### src/rtl/dmem_arbiter.sv
// Shares one data-memory port between the scalar pipeline and a vector burst unit.
// Scalar wins unless a vector burst has already been passed over once (prio).
module dmem_arbiter #(
    parameter int AW = 32,
    parameter int DW = 32,
    parameter int CW = 4
) (
    input  logic          clk,
    input  logic          reset,
    input  logic          s_req,
    input  logic          s_we,
    input  logic [AW-1:0] s_addr,
    input  logic [DW-1:0] s_wdata,
    output logic [DW-1:0] s_rdata,
    output logic          s_stall,
    input  logic          v_req,
    input  logic          v_we,
    input  logic [AW-1:0] v_base,
    input  logic [CW-1:0] v_count,
    input  logic [DW-1:0] v_wdata,
    output logic          v_ack,
    output logic [DW-1:0] v_rdata,
    output logic          v_done,
    output logic [AW-1:0] mem_addr,
    output logic          mem_we,
    output logic [DW-1:0] mem_wdata,
    input  logic [DW-1:0] mem_rdata,
    output logic          busy
);

    // state  | meaning
    // IDLE   | arbitrate scalar vs. new vector burst
    // VBURST | one vector beat per cycle, scalar stalled
    // VDONE  | burst-complete pulse, scalar may still be served
    typedef enum logic [1:0] {IDLE, VBURST, VDONE} state_t;

    state_t        state_q, state_d;
    logic          prio_q, prio_d;
    logic [CW-1:0] cnt_q, cnt_d;
    logic [AW-1:0] addr_q, addr_d;
    logic          we_q, we_d;
    logic          s_grant;
    logic          v_accept;

    always_comb begin
        state_d   = state_q;
        prio_d    = prio_q;
        cnt_d     = cnt_q;
        addr_d    = addr_q;
        we_d      = we_q;
        s_grant   = 1'b0;
        v_accept  = 1'b0;
        mem_addr  = s_addr;
        mem_we    = 1'b0;
        mem_wdata = s_wdata;
        s_stall   = s_req;
        v_ack     = 1'b0;
        v_done    = 1'b0;

        case (state_q)
            IDLE: begin
                s_grant  = s_req && (!v_req || !prio_q);
                v_accept = v_req && !s_grant;
                if (s_grant) begin
                    mem_we  = s_we;
                    s_stall = 1'b0;
                    if (v_req) prio_d = 1'b1;
                end else if (v_accept) begin
                    addr_d  = v_base;
                    we_d    = v_we;
                    cnt_d   = v_count;
                    state_d = (v_count == '0) ? VDONE : VBURST;
                end
            end
            VBURST: begin
                mem_addr  = addr_q;
                mem_we    = we_q;
                mem_wdata = v_wdata;
                v_ack     = 1'b1;
                addr_d    = addr_q + AW'(4);
                cnt_d     = cnt_q - CW'(1);
                if (cnt_q <= CW'(1)) state_d = VDONE;
            end
            VDONE: begin
                s_grant = s_req;
                if (s_grant) begin
                    mem_we  = s_we;
                    s_stall = 1'b0;
                end
                v_done  = 1'b1;
                prio_d  = 1'b0;
                state_d = IDLE;
            end
            default: state_d = IDLE;
        endcase

        // Reset must silence the memory port even mid-burst.
        if (!reset) begin
            mem_we  = 1'b0;
            v_ack   = 1'b0;
            v_done  = 1'b0;
            s_stall = 1'b0;
        end
    end

    // Busy covers the acceptance cycle too, so a burst of N beats reads busy for N+2 cycles.
    assign busy    = reset && ((state_q != IDLE) || v_accept);
    assign s_rdata = mem_rdata;
    assign v_rdata = mem_rdata;

    always_ff @(posedge clk) begin
        if (!reset) begin
            state_q <= IDLE;
            prio_q  <= 1'b0;
            cnt_q   <= '0;
            addr_q  <= '0;
            we_q    <= 1'b0;
        end else begin
            state_q <= state_d;
            prio_q  <= prio_d;
            cnt_q   <= cnt_d;
            addr_q  <= addr_d;
            we_q    <= we_d;
        end
    end

endmodule
### config.mk
export PLATFORM = sky130hd
export DESIGN_NAME = dmem_arbiter
export DESIGN_NICKNAME = d
export VERILOG_FILES = /design/src/rtl/dmem_arbiter.sv
export SDC_FILE = /design/constraint.sdc
export NUM_CORES = 1
export LEC_CHECK = 0
export BUFFER_PORTS_ARGS = -buffer_cell sky130_fd_sc_hd__buf_2
export CORE_AREA = 4 4 115 117
export CTS_BUF_LIST = sky130_fd_sc_hd__clkbuf_8
export CTS_CLUSTER_DIAMETER = 30
export DETAILED_ROUTE_END_ITERATION = 16
export DIE_AREA = 0 0 119 121
export GPL_TIMING_DRIVEN = 1
export MAX_ROUTING_LAYER = met4
export PLACE_DENSITY = 0.69
export SLEW_MARGIN = 20
export SYNTH_ARGS = -nofsm -noshare
export SYNTH_HDL_FRONTEND = slang
export SYNTH_SLANG_ARGS = --single-unit
### constraint.sdc
create_clock -name clk -period 2.2 [get_ports clk]
set_input_delay 0.44 -clock clk [delete_from_list [all_inputs] [get_ports clk]]
set_output_delay 0.44 -clock clk [all_outputs]
set_load 0.05 [all_outputs]
Word level (Yosys, flattened, before mapping)
Cells that the tools add are included.

Flip-flop bits (word level): 40.

$add $sub $neg: 2. $lt $le $gt $ge: 1. Equality and inequality tests: 7. Mux-type cells: 28. Bitwise logic cells: 1. Reduce and logical (&&, ||, !) cells: 17.

Operator list (count): $mux 32 (4); $pmux 32 s2 (1); $add 32x3->32 const B (1); $mux 1 (12); $reduce_and 3->1 (4); $ne 2x2->1 const B (5); $mux 2 (4); $mux 4 (2); $pmux 4 s2 (1); $reduce_bool 2->1 (3); $le 4x1->1 const B (1); $logic_not 4->1 (1); $pmux 1 s2 (2); $pmux 2 s2 (1); $sub 4x1->4 const B (1); $logic_and 1x1->1 (3); $logic_not 1->1 (3); $pmux 1 s3 (1); $eq 2x1->1 const B (1); $eq 2x2->1 const B (1); $logic_not 2->1 (1); $logic_or 1x1->1 (2); $not 1->1 (1).

Longest topological paths before layout
Depth in word-level cells: 8. Gate-level depth with buffers: 8. Mapped depth without buffers: 6.

Worst setup path before layout
Ideal clock, no wire load.

Path kind: reg-to-output. Start: register state_q[0]. End: output mem_addr[30]. Data arrival time: 2.218 ns. Setup slack: -0.458 ns. Stages on the path, launching flop included: 7. Buffers on the path: 4. Path through: dfxtp_1 -> buf_2 -> nand2b_1 -> clkbuf_1 -> clkbuf_1 -> clkbuf_1 -> o21ai_0.

Cells in the longest elaborated chain, start to end: 2.

RTL lines: from (decl) (line 37) `state_t state_q, state_d;`; from (signal assigned) (line 119) `state_q <= state_d;`; $eq 2x1->1 (line 60) `case (state_q)`; $mux 32 (line 60); to (decl) (line 24) `output logic [AW-1:0] mem_addr,`.

No other way between the ends.

Final worst setup path
Start: register state_q[1]. End: output mem_we.

Cells in the longest elaborated chain, start to end: 3.

RTL lines: $eq 2x2->1 (tied with other cells) (line 60); $pmux 1 s3 * (line 60); $mux 1 * (line 98) `if (!reset) begin`; to (decl) (line 25) `output logic mem_we,`.

Mark *: on every way between the ends. The rest lies on a longest branch, timed or not.

==> summary.md <==
| Metric | Value |
|---|---|
| Post-Route WL | `12800 microns` |
| Period utilisation layout | `94.9%` |
| Layout Skew | `0.00995 ns` |
| Final ANT Viol Nets | `0` |
| Site Rows | `41` |
| Fmax | `479 MHz` |
| Pwr/cell area | `630 nW/um^2` |
| Die Area | `14400 sq um` |
| Worst R2R Start | `addr_q[2]` |
| Ant. Diodes | `0` |
| Max FO, Critical Path | `7` |
| Number of synthesized flops with an enable pin | `0` |
| Clock Sinks | `40` |
| P&R area growth vs syn | `32.8%` |
| Commonest non-fill, non-tap cell in the layout | `buf_2` |
| Buffers on Ports | `206` |
| Total I/O pin count | `303` |
| Via count | `4267` |
| Num CTS Buffers | `5` |
| Die X | `119 microns` |
| First-pass GRT wire length | `19800 microns` |
| DRC viols | `0` |
| Vias in the first global route | `3814` |
| RSZ-0062 raised after global routing | `no` |
| Tightest Hold Check Type | `in2reg` |
| Fin nets | `874` |
| Finished Core Util | `38.4%` |
| Cells after Synth | `563` |
| Pre-CTS WS | `0.110 ns` |
| CP required | `1.76 ns` |
| Avg Cell Area, Syn | `6.36 sq um` |
| WL per Instance | `14.6 microns` |
| First DRT Iteration DRCs | `276` |
| Clock Latency Late Sink | `0.30 ns` |
| Crit start category | `register` |
| Grt ovf | `0` |
| Crit path largest cell delay | `0.42 ns` |
| Final Setup Violations | `0` |
| Bufs on Longest Clock Path | `2` |
| Worst-margin pin slew | `0.900 ns` |
| Post-Syn Area | `3580 sq um` |
| CTS Root Buffer Type | `clkbuf_8` |
| Most frequent cells in the layout | `buf_2, nand2_1, nand2_2` |
| Core area | `12400 sq um` |
| Total power | `2.99 mW` |
| Crit. Startpoint | `state_q[1]` |
| Status | `finished clean` |
| Register area share after synthesis | `22.4%` |
| Synth Flop Type | `dfxtp_1` |
| Async set or reset register ratio after synthesis | `0%` |
| Slowest stage cell, crit path | `dfxtp_2` |
| Initial antenna violation count | `0` |
| Clock slew at reported path FFs | `0.09 ns` |
| Hold path start | `v_base[1]` |
| CTS Hold Buffers Added | `0` |
| Yosys Warn Count | `0` |
| Placed cell areas | `4620 sq um` |
| Crit path DAT | `1.65 ns` |
| Worst vdd rail ir drop | `0.000253 V` |
| Count of cell types in the netlist | `53` |
| Min setup slack post-route | `0.112 ns` |
| Fin. Hold Viols | `0` |
| Routability cong. | `0.878` |
| Initial core utilization | `28.9%` |
| Top cell type's share of synthesized area | `22.6%` |
| Drt pass-1 iters | `5` |
| Worst path cell trace | `inv_1 > a31oi_1 > a32oi_1 > nor2_4 > buf_2` |
| LEAKAGE | `2.29 nW` |
| Die H | `121 microns` |
| CP Class | `reg2out` |
| H-tree depth | `2` |
| Synth area leader | `nand2_1` |
| Final instance area | `4750 sq um` |
| Synth top area cells | `nand2_1, dfxtp_1, buf_4` |
| Net count after synthesis | `736` |
| Fill count | `1367` |
| Minimum clock period | `2.09 ns` |
| Slew margin rel. | `39.5%` |
| Count of state elements after synthesis | `40` |
| Vias per cell | `4.89` |
| Post-DP HPWL | `9980 microns` |
| Clock tree from TritonCTS | `done` |
| Final Max Slew Viols | `0` |
| Max cap viols | `0` |
| Worst Setup End Kind | `output pin` |
| Largest net degree at the start of global routing | `53` |
| Share of cells above drive strength 1 | `43.4%` |
| Tot GR Track Use | `17.2%` |
==> path summary, 6_finish.rpt <==
check / to / slack, ns / depth (start not counted)
max: mem_we / 0.11 / 5
max reg2reg: addr_q[28] / 0.14 / 6
min: addr_q[1] / 0.37 / 3
min reg2reg: addr_q[0] / 0.47 / 2
==> logic make-up (layout without fill, tap and decap cells) <==
family	after synthesis	after routing	synth area share [%]
AO/OA/AOI/OAI	95	95	18.1
XOR/XNOR	6	6	1.47
adder cells (fa/ha/maj)	3	3	1.05
buffers and inverters	107	245	18.2
flip-flops	40	40	22.4
multiplexers	1	1	0.315
AND/OR/NAND/NOR	311	311	38.5
==> report_power, final <==
part	leakage [nW]	switching, mW	internal [mW]
sequential	0.329	0.0933	0.800
clock	0.0642	0.280	0.447
combinational	1.90	0.932	0.441
total	2.29	1.31	1.69
==> sequential cells by signal, summed over array words and instances (netlist names) <==
register,count
prio_q,1
we_q,1
state_q,2
addr_q,32
cnt_q,4
==> synthesized netlist by cell type, drive strengths merged (4+ instances only) <==
cell type / number
dfxtp: 40
a211oi: 9
nand3: 23
nor4: 8
nor2: 18
o211ai: 5
nand2: 215
buf: 78
a21oi: 23
a311oi: 6
nor4b: 4
nor3: 15
a32o: 6
inv: 11
nand4: 8
o21ai: 21
and3: 6
clkbuf: 18
==> what timing repair did <==
item,CTS,global route
cloned,0,0
pin swaps,0,1
gates resized for setup,1,1
setup endpoints to repair,1,3
hold endpoints to repair,0,0
setup buffers,0,0
==> stage by stage <==
step	instances	setup TNS, ns	hold slack (ns)
after floorplan	563	-1.04	0.436
after global placement	866	0	0.459
after detailed placement	866	0	0.462
after CTS	873	0	0.368
after global routing	873	0	0.372
final	873	0	0.369
==> metal layers <==
metal | vias to the layer above | GRT usage (%) | routed length (microns)
li1 | 2137 | - | -
met2 | 183 | 25.4 | 5780
met3 | 33 | 5.55 | 1220
met1 | 1914 | 22.7 | 5500
met5 | - | - | 0
met4 | 0 | 4.63 | 254
==> worst max-delay path, delay by kind of cell, from the launching register on <==
family	cells	cell delay, ns
flops	1	0.42
compound gates	2	0.41
buf+inv	2	0.38
simple gates	1	0.14
==> cell type report <==
class	count	area [sq um]	share of cell area, %
Multi-Input combinational cell	416	2290	48.3
Clock inverter	2	60.1	1.26
Timing Repair Buffer	227	1270	26.8
Inverter	11	41.3	0.869
Clock buffer	5	68.8	1.45
Sequential cell	40	802	16.9
Tap cell	172	215	4.53
Note: power is estimated with default switching activity, not from simulation.
